### config.mk
export PLATFORM = sky130hd
export DESIGN_NAME = div_sched
export DESIGN_NICKNAME = d
export VERILOG_FILES = /design/src/rtl/div_sched.sv
export SDC_FILE = /design/constraint.sdc
export NUM_CORES = 1
export LEC_CHECK = 0
export CAP_MARGIN = 30
export CORE_MARGIN = 3
export CORE_UTILIZATION = 35
export CTS_BUF_LIST = sky130_fd_sc_hd__clkbuf_16
export CTS_CLUSTER_SIZE = 14
export DETAILED_ROUTE_END_ITERATION = 6
export GPL_ROUTABILITY_DRIVEN = 0
export MAX_ROUTING_LAYER = met4
export PLACE_DENSITY = 0.7
export SYNTH_ARGS = -nofsm -noshare
export SYNTH_HDL_FRONTEND = slang
export SYNTH_SLANG_ARGS = --single-unit
### constraint.sdc
create_clock -name clk -period 2.38 [get_ports clk]
set_input_delay 0.476 -clock clk [delete_from_list [all_inputs] [get_ports clk]]
set_output_delay 0.476 -clock clk [all_outputs]
set_load 0.01 [all_outputs]
### src/rtl/div_sched.sv
// Round-robin scheduler that shares one restoring-division datapath between two requesters.
// Define DIV_ZERO_ERR_EN to add rsp_err and finish divide-by-zero requests after one cycle.
module div_sched #(
    parameter int WA = 8,
    parameter int WB = 4
) (
    input  logic            clk,
    input  logic            rst_n,
    input  logic [1:0]      req_valid,
    output logic [1:0]      req_ready,
    input  logic [2*WA-1:0] req_a,
    input  logic [2*WB-1:0] req_b,
    output logic            rsp_valid,
    input  logic            rsp_ready,
    output logic            rsp_id,
    output logic [WA-1:0]   rsp_q,
    output logic [WB-1:0]   rsp_r
`ifdef DIV_ZERO_ERR_EN
    ,
    output logic            rsp_err
`endif
);

    localparam int CW = (WA > 1) ? $clog2(WA) : 1;

    typedef enum logic [1:0] {
        IDLE,
        RUN,
        DONE
    } state_t;

    state_t        state;
    logic [WA-1:0] a_reg;
    logic [WB-1:0] b_reg;
    logic [WB-1:0] rem;
    logic [CW-1:0] cnt;
    logic          id_reg;
    logic          rr;
    logic          zdiv;

    logic          grant;
    logic [1:0]    ready_vec;
    logic          accept;
    logic [WA-1:0] sel_a;
    logic [WB-1:0] sel_b;

    // rr holds the requester served last; on a tie the other one wins.
    always_comb begin
        grant     = 1'b0;
        ready_vec = 2'b00;
        if (req_valid == 2'b11)
            grant = ~rr;
        else
            grant = req_valid[1];
        if (state == IDLE && rst_n && req_valid != 2'b00)
            ready_vec = grant ? 2'b10 : 2'b01;
    end

    assign req_ready = ready_vec;
    assign accept    = |(req_valid & ready_vec);
    assign sel_a     = grant ? req_a[WA +: WA] : req_a[0 +: WA];
    assign sel_b     = grant ? req_b[WB +: WB] : req_b[0 +: WB];

    logic [WB:0]   trial;
    logic          qbit;
    logic [WB-1:0] rem_sub;
    logic [WB-1:0] rem_next;
    logic [WA-1:0] a_next;

    // One restoring step; the subtraction only needs the low WB bits since the result is < B.
    assign trial    = {rem, a_reg[WA-1]};
    assign qbit     = (trial >= {1'b0, b_reg});
    assign rem_sub  = trial[WB-1:0] - b_reg;
    assign rem_next = qbit ? rem_sub : trial[WB-1:0];
    assign a_next   = {a_reg[WA-2:0], qbit};

    assign rsp_id = id_reg;

    always_ff @(posedge clk or negedge rst_n) begin
        if (!rst_n) begin
            state     <= IDLE;
            a_reg     <= '0;
            b_reg     <= '0;
            rem       <= '0;
            cnt       <= '0;
            id_reg    <= 1'b0;
            rr        <= 1'b1;
            zdiv      <= 1'b0;
            rsp_valid <= 1'b0;
            rsp_q     <= '0;
            rsp_r     <= '0;
`ifdef DIV_ZERO_ERR_EN
            rsp_err   <= 1'b0;
`endif
        end else begin
            case (state)
                IDLE: begin
                    if (accept) begin
                        a_reg  <= sel_a;
                        b_reg  <= sel_b;
                        rem    <= '0;
                        id_reg <= grant;
                        rr     <= grant;
                        state  <= RUN;
`ifdef DIV_ZERO_ERR_EN
                        // A zero divisor skips the datapath and reports after a single cycle.
                        if (sel_b == '0) begin
                            zdiv <= 1'b1;
                            cnt  <= '0;
                        end else begin
                            zdiv <= 1'b0;
                            cnt  <= CW'(WA - 1);
                        end
`else
                        zdiv <= 1'b0;
                        cnt  <= CW'(WA - 1);
`endif
                    end
                end
                RUN: begin
                    a_reg <= a_next;
                    rem   <= rem_next;
                    cnt   <= cnt - CW'(1);
                    if (cnt == '0) begin
                        state     <= DONE;
                        rsp_valid <= 1'b1;
                        rsp_q     <= zdiv ? '0 : a_next;
                        rsp_r     <= zdiv ? '0 : rem_next;
`ifdef DIV_ZERO_ERR_EN
                        rsp_err   <= zdiv;
`endif
                    end
                end
                DONE: begin
                    if (rsp_ready) begin
                        state     <= IDLE;
                        rsp_valid <= 1'b0;
                    end
                end
                default: state <= IDLE;
            endcase
        end
    end

endmodule

==> run_results.csv, run 1 <==
group,metric,value,unit
die,initial_core_util,37.1,%
hold_path,hold_class,"reg2reg",
finish,layout.nets,263,
sta,period_needed,2170,ps
critical_path,startpoint_kind_of_the_worst_setup_timing_path,"input port",
routing,antenna_violating_nets_post_route,0,
die,fp.coreArea,4820,um2
grt,grt_start_max_net_pins,37,
finish,synthToLayoutAreaGrowth,38.1,%
critical_path,worst_reg2reg_setup_slack,410,ps
yosys,synth.distinct_cells,37,
finish,post-route-util,51.3,%
sta,max-slew-margin-rel,58.4,%
power,power.leakage,1.12,nW
grt,grt_first_pass_wirelength,7.00,mm
hold_path,min_path_cells,2,
routing,drcViolationCount,0,
finish,num-fill-cells,466,
finish,insertedDiodeCount,0,
hold_path,whs_endpoint,"rsp_q[2]$_DFFE_PN0P_",
sta,timing_worst_slew_pin_value,622,ps
critical_path,rr_endpoint,"rem[0]$_DFFE_PN0P_",
hold_path,worst_hold_startpoint,"rsp_q[2]$_DFFE_PN0P_",
yosys,synth.cell_area,1790,um2
grt,first_global_vias,1446,
place,io_buffers,44,
die,die-area,6000,um2
routing,viasPerCell,4.90,
die,floorplan.die.height,77.5,um
yosys,ys_seq_elements,36,
cts,clk_root_buffer_cell,"sky130_fd_sc_hd__clkbuf_16",
yosys,synth_edf_count,0,
cts,ctsLongestPathBuffers,2,
routing,drtIter0Drc,90,
routing,routed_wl,4.16,mm
flow_run,timing.max_cap.violations,0,
yosys,postSynthAreaPerCell,10.2,um2
sta,period_share,91.0,%
sta,timing_hold_violations_final,0,
critical_path,end_kind,"output port",
yosys,synth_seq_area_share,50.5,%
critical_path,cp_max_fo,2,
yosys,syn_nets,211,
sta,report.final.slew_viol_count,0,
sta,whs,471,ps
grt,antenna_found_initial,0,
sta,grt_setup_unrepaired,"no",
yosys,asyncSetResetFlopFracSynth,100,%
die,chipWidth,77.5,um
run_status,outcome,"completed",
critical_path,ff2ff_path_depth,5,
die,io_pins,45,
critical_path,critPathRequiredTime,1900,ps
finish,drive_gt1_share,10.1,%
cts,clkLatencyLatePin,280,ps
sta,timing.clock.skew,4.46,ps
finish,sequential_cell_area,902,um2
power,peak_ir_drop_on_the_vdd_network,0.524,mV
grt,gr-usage-all-layers,15.4,%
sta,setup_viol,0,
critical_path,worst_setup_path_category,"in2out",
sta,max_freq,462,MHz
yosys,synth_warnings,0,
finish,multiInputGateArea,835,um2
yosys,yosys_most_used_dff,"sky130_fd_sc_hd__dfrtp_1",
critical_path,critPathArrivalTime,1690,ps
place,post-dp-hpwl,2.84,mm
power,power-per-cell-area,1330,nW/um2
cts,cts_buffers,5,
critical_path,r2r-start,"rem[1]$_DFFE_PN0P_",
routing,num_vias,1441,
yosys,syn_inst,175,
grt,grt.overflow.total,0,
cts,cts_htree_levels,2,
die,placement_rows,25,
cts,clock_input_transition_at_the_sequential_cells_of_the_worst_setup_and_hold_paths,50,ps
cts,clock_tree_from_tritoncts,"built",
routing,wl_per_cell,14.1,um
cts,clkSinkCount,36,
routing,drt-pass1-iter-count,4,
logic make-up after synthesis:
| family | synth area share, % |
|---|---|
| buf+inv | 3.36 |
| compound gates | 16.8 |
| mux | 8.12 |
| flops | 50.5 |
| simple gates | 15.5 |
| fa+ha+maj | 5.32 |
| xor+xnor | 0.490 |
timing repair:
item,in CTS,in global routing
setup buffers,1,0
hold buffers,0,0
cloned,0,0
endpoints found under the setup margin,2,1
resized for setup,3,3
through the flow:
step / power, mW / TNS (ps) / std cells / instance area, um2 / worst slack, ps
detailed placement: 2.67 / -166 / 286 / 2330 / -125
global placement: 2.63 / -181 / 286 / 2330 / -130
floorplan: 2.14 / 0 / 175 / 1790 / 578
CTS: 3.32 / 0 / 294 / 2470 / 59.8
finish: 3.30 / 0 / 294 / 2470 / 214
global route: 3.58 / 0 / 294 / 2470 / 105
layout make-up:
cell class	count	share of cell area, %
multi-input combinational	125	33.8
clock inverter	2	0.304
clock buffer	5	5.07
inverter	8	1.22
tap	67	3.39
timing repair buffer	51	19.7
sequential	36	36.5
cells in the mapped netlist, drive strengths merged (2+ instances only):
master   n  area share, %
mux2i   13            7.3
nor2     5            1.0
dfrtp   35             49
ha       6            4.2
nand2b   4            1.4
nand2   36            7.6
a21o     3            1.3
nand3    2           0.56
nor2b    2           0.70
a211oi   2           0.84
clkbuf   2           0.42
a22oi    7            2.9
inv      8            1.7
o21ai   23            6.4
buf      4            1.3
a21oi    4            1.3
or2      2           0.70
and2     2           0.70
per-layer routing:
metal | global-route usage [%] | share of wire, %
met5 | - | 0
met4 | 4.80 | 1.3
met3 | 5.45 | 6.3
met2 | 23.2 | 46
met1 | 19.5 | 46
cells in the final DEF, fill, tap and decap left out, drive strengths merged, types with 2 or more instances in the layout:
cell	n
clkdlybuf4s50	42
nand2	36
dfrtp	35
o21ai	23
mux2i	13
inv	8
a22oi	7
buf	7
ha	6
clkbuf	6
nor2	5
nand2b	4
a21oi	4
a21o	3
and2	2
a211oi	2
nor2b	2
nand3	2
clkinv	2
or2	2
report_power, final:
part / switching [mW] / internal, mW
sequential: 0.196 / 0.909
combinational: 0.798 / 0.779
clock: 0.240 / 0.374
worst max path at each step:
stage / startpoint / endpoint / slack [ps] / cells after the start
2_1_floorplan: rem[1]$_DFFE_PN0P_ / rem[0]$_DFFE_PN0P_ / 580 / 5
3_3_place_gp: rst_n / req_ready[0] / -130 / 5
3_5_place_dp: rst_n / req_ready[0] / -130 / 5
4_1_cts: rst_n / req_ready[0] / 60 / 6
5_1_grt: rst_n / req_ready[0] / 100 / 6
6_report: rst_n / req_ready[0] / 210 / 6
critical path: stages:
cell                              delay [ps]
sky130_fd_sc_hd__clkdlybuf4s50_1         500
sky130_fd_sc_hd__nor3b_4                 220
sky130_fd_sc_hd__buf_4                   140
sky130_fd_sc_hd__nand2_1                  70
sky130_fd_sc_hd__nor2_2                  130
sky130_fd_sc_hd__clkbuf_2                140
Note: power is estimated with default switching activity, not from simulation.
==> inputs of run 2 (changes only) <==
--- a/config.mk
+++ b/config.mk
@@ -6,7 +6,6 @@
 export NUM_CORES = 1
 export LEC_CHECK = 0
 export CAP_MARGIN = 30
-export CORE_MARGIN = 3
 export CORE_UTILIZATION = 35
 export CTS_BUF_LIST = sky130_fd_sc_hd__clkbuf_16
 export CTS_CLUSTER_SIZE = 14
==> run 2 against run 1 <==
- sequential cell count is the same
- sequential power about the same
- clock skew up 2.7 ps
- sequential share of layout area down 0.65 points
- non-clock buffer count rose by 1
- global-route usage rose by 1.7 points
- register-to-register slack got worse by 60 ps
- fmax decreased by 6.5%
- setup slack worse by 150 ps
- die area shrank 10%
- largest cell class unchanged
- highest routed layer unchanged
==> run_results.csv, run 2 (synthesized netlist as in run 1, its figures left out) <==
group,metric,value,unit
die,io_pins,45,
run_status,outcome,"completed",
place,post-dp-hpwl,2.81,mm
routing,antenna_violating_nets_post_route,0,
finish,synthToLayoutAreaGrowth,40.7,%
power,p_clk_share,21.9,%
cts,clkLatencyLatePin,280,ps
power,total_power,3.44,mW
die,initial_core_util,37.1,%
finish,mostFrequentLayoutCell,"sky130_fd_sc_hd__clkdlybuf4s50_1",
place,io_buffers,44,
die,chipWidth,73.5,um
critical_path,crit_path_max_delay_family,"buffers and inverters",
sta,final.setup.tns,0,ps
critical_path,critPathArrivalTime,1840,ps
cts,clk_root_buffer_cell,"sky130_fd_sc_hd__clkbuf_16",
critical_path,end_kind,"output port",
grt,antenna_found_initial,0,
critical_path,critical_path.max_stage_delay,520,ps
die,fp.coreArea,4820,um2
grt,grt_first_pass_wirelength,6.67,mm
finish,most-common-layout-cells,"42 x sky130_fd_sc_hd__clkdlybuf4s50_1, 36 x sky130_fd_sc_hd__nand2_1, 35 x sky130_fd_sc_hd__dfrtp_1",
sta,period_needed,2320,ps
power,comb_power_share,46.2,%
sta,grt_setup_unrepaired,"no",
power,power-per-cell-area,1370,nW/um2
sta,timing.clock.skew,7.17,ps
critical_path,timing.critical_path.slowest_stage_cell,"sky130_fd_sc_hd__clkdlybuf4s50_1",
power,p_sw_share,36.5,%
critical_path,worst_reg2reg_setup_slack,350,ps
power,peak_ir_drop_on_the_vdd_network,0.556,mV
cts,clock_input_transition_at_the_sequential_cells_of_the_worst_setup_and_hold_paths,60,ps
power,power.leakage,1.14,nW
critical_path,critPathRequiredTime,1900,ps
die,die-area,5400,um2
routing,num_vias,1456,
finish,layout.nets,264,
routing,viasPerCell,4.92,
sta,period_share,97.3,%
sta,max_freq,432,MHz
cts,cts_buffers,5,
grt,grt.overflow.total,0,
routing,drcViolationCount,0,
sta,timing_hold_violations_final,0,
place,placed_cell_area,2330,um2
routing,routed_wl,3.98,mm
sta,report.final.slew_viol_count,0,
critical_path,cp_max_fo,2,
cts,cts_htree_levels,2,
die,placement_rows,25,
cts,ctsLongestPathBuffers,2,
finish,final_area,2510,um2
routing,wl_per_cell,13.4,um
grt,first_global_vias,1463,
finish,insertedDiodeCount,0,
hold_path,hold_class,"reg2reg",
flow_run,timing.max_cap.violations,0,
grt,gr-usage-all-layers,17.1,%
power,cell_internal_pwr,2.18,mW
critical_path,worst_setup_path_category,"in2out",
sta,timing_worst_slew_pin_value,586,ps
critical_path,critical_path.cell_chain,"clkdlybuf4s50_1, nor3b_4, buf_4, nand2_1, nor2_1, clkdlybuf4s15_1",
cts,clkSinkCount,36,
sta,max-slew-margin-rel,60.8,%
routing,drtIter0Drc,83,
power,net-switching-power,1.26,mW
power,sequentialPowerShare,31.9,%
finish,drive_gt1_share,10.9,%
critical_path,startpoint_kind_of_the_worst_setup_timing_path,"input port",
finish,num-fill-cells,462,
die,floorplan.die.height,73.5,um
finish,post-route-util,52.2,%
critical_path,critical_path_buf_inv_count,3,
sta,setup_viol,0,
grt,grt_start_max_net_pins,37,
cts,clock_tree_from_tritoncts,"built",
routing,drt-pass1-iter-count,4,
run 2: cell count changes in the layout (fill, tap and decap cells not counted), sizes merged:
cell and change:
clkinv -1, clkdlybuf4s15 +1, buf +1, clkbuf -1, clkinvlp +1, bufinv +1
run 2: final timing paths:
kind                                      start                    to  cells after the start
setup / recovery                          rst_n          req_ready[0]                      6
min in group asynchronous                 rst_n    rem[1]$_DFFE_PN0P_                      2
hold reg to reg            rsp_q[1]$_DFFE_PN0P_  rsp_q[1]$_DFFE_PN0P_                      2
setup reg to reg             rem[1]$_DFFE_PN0P_    rem[2]$_DFFE_PN0P_                      5
max in group asynchronous                 rst_n        rr$_DFFE_PN1P_                      2
hold / removal             rsp_q[1]$_DFFE_PN0P_  rsp_q[1]$_DFFE_PN0P_                      2
run 2: cell type report:
type / instances / area, um2 / share of cell area (%)
Clock buffer: 5 / 125 / 4.98
Clock inverter: 3 / 42.5 / 1.69
Inverter: 8 / 30.0 / 1.19
Multi-Input combinational cell: 125 / 832 / 33.1
Sequential cell: 36 / 902 / 35.9
Tap cell: 67 / 83.8 / 3.33
Timing Repair Buffer: 52 / 499 / 19.9
run 2: power groups by stage:
stage,registers (mW),logic [mW],clock network [mW]
finish,1.10,1.59,0.755
global route,1.14,1.79,0.780
global placement,1.09,1.54,0
CTS,1.10,1.61,0.760
floorplan,1.11,1.03,0
detailed placement,1.10,1.59,0
run 2: per-stage QoR:
step                      cells  hold slack (ps)  setup WS [ps]
after global routing        296              496           7.35
after floorplan             175              180            578
final                       296              473           63.7
after CTS                   296              477           60.0
after global placement      287              460           -141
after detailed placement    287              466           -136
run 2: routing by layer:
metal  global-route usage (%)  wire length (um)
met1                     21.5              1800
met2                     26.7              1870
met5                        -                 0
met3                     3.43               239
met4                     7.69                74
run 2: repair_timing:
| action | CTS | global route |
|---|---|---|
| buffers inserted | 1 | 0 |
| hold buffers | 0 | 0 |
| setup endpoints to repair | 2 | 1 |
| hold endpoints to repair | 0 | 0 |
| resized for setup | 3 | 1 |
run 2: worst reg2reg max path: cells and delay by family (launching register included):
family | cells | cell delay (ps)
muxes | 1 | 400
adders and majority gates | 1 | 330
DFF | 1 | 400
AOI/OAI and AO/OA | 3 | 770
==> inputs of run 3 (changes only) <==
--- a/config.mk
+++ b/config.mk
@@ -11,6 +11,7 @@
 export CTS_CLUSTER_SIZE = 14
 export DETAILED_ROUTE_END_ITERATION = 6
 export GPL_ROUTABILITY_DRIVEN = 0
+export GPL_TIMING_DRIVEN = 1
 export MAX_ROUTING_LAYER = met4
 export PLACE_DENSITY = 0.7
 export SYNTH_ARGS = -nofsm -noshare
==> results of run 3 <==
Same layout as run 2: the final DEF is identical, and so are final timing and power.
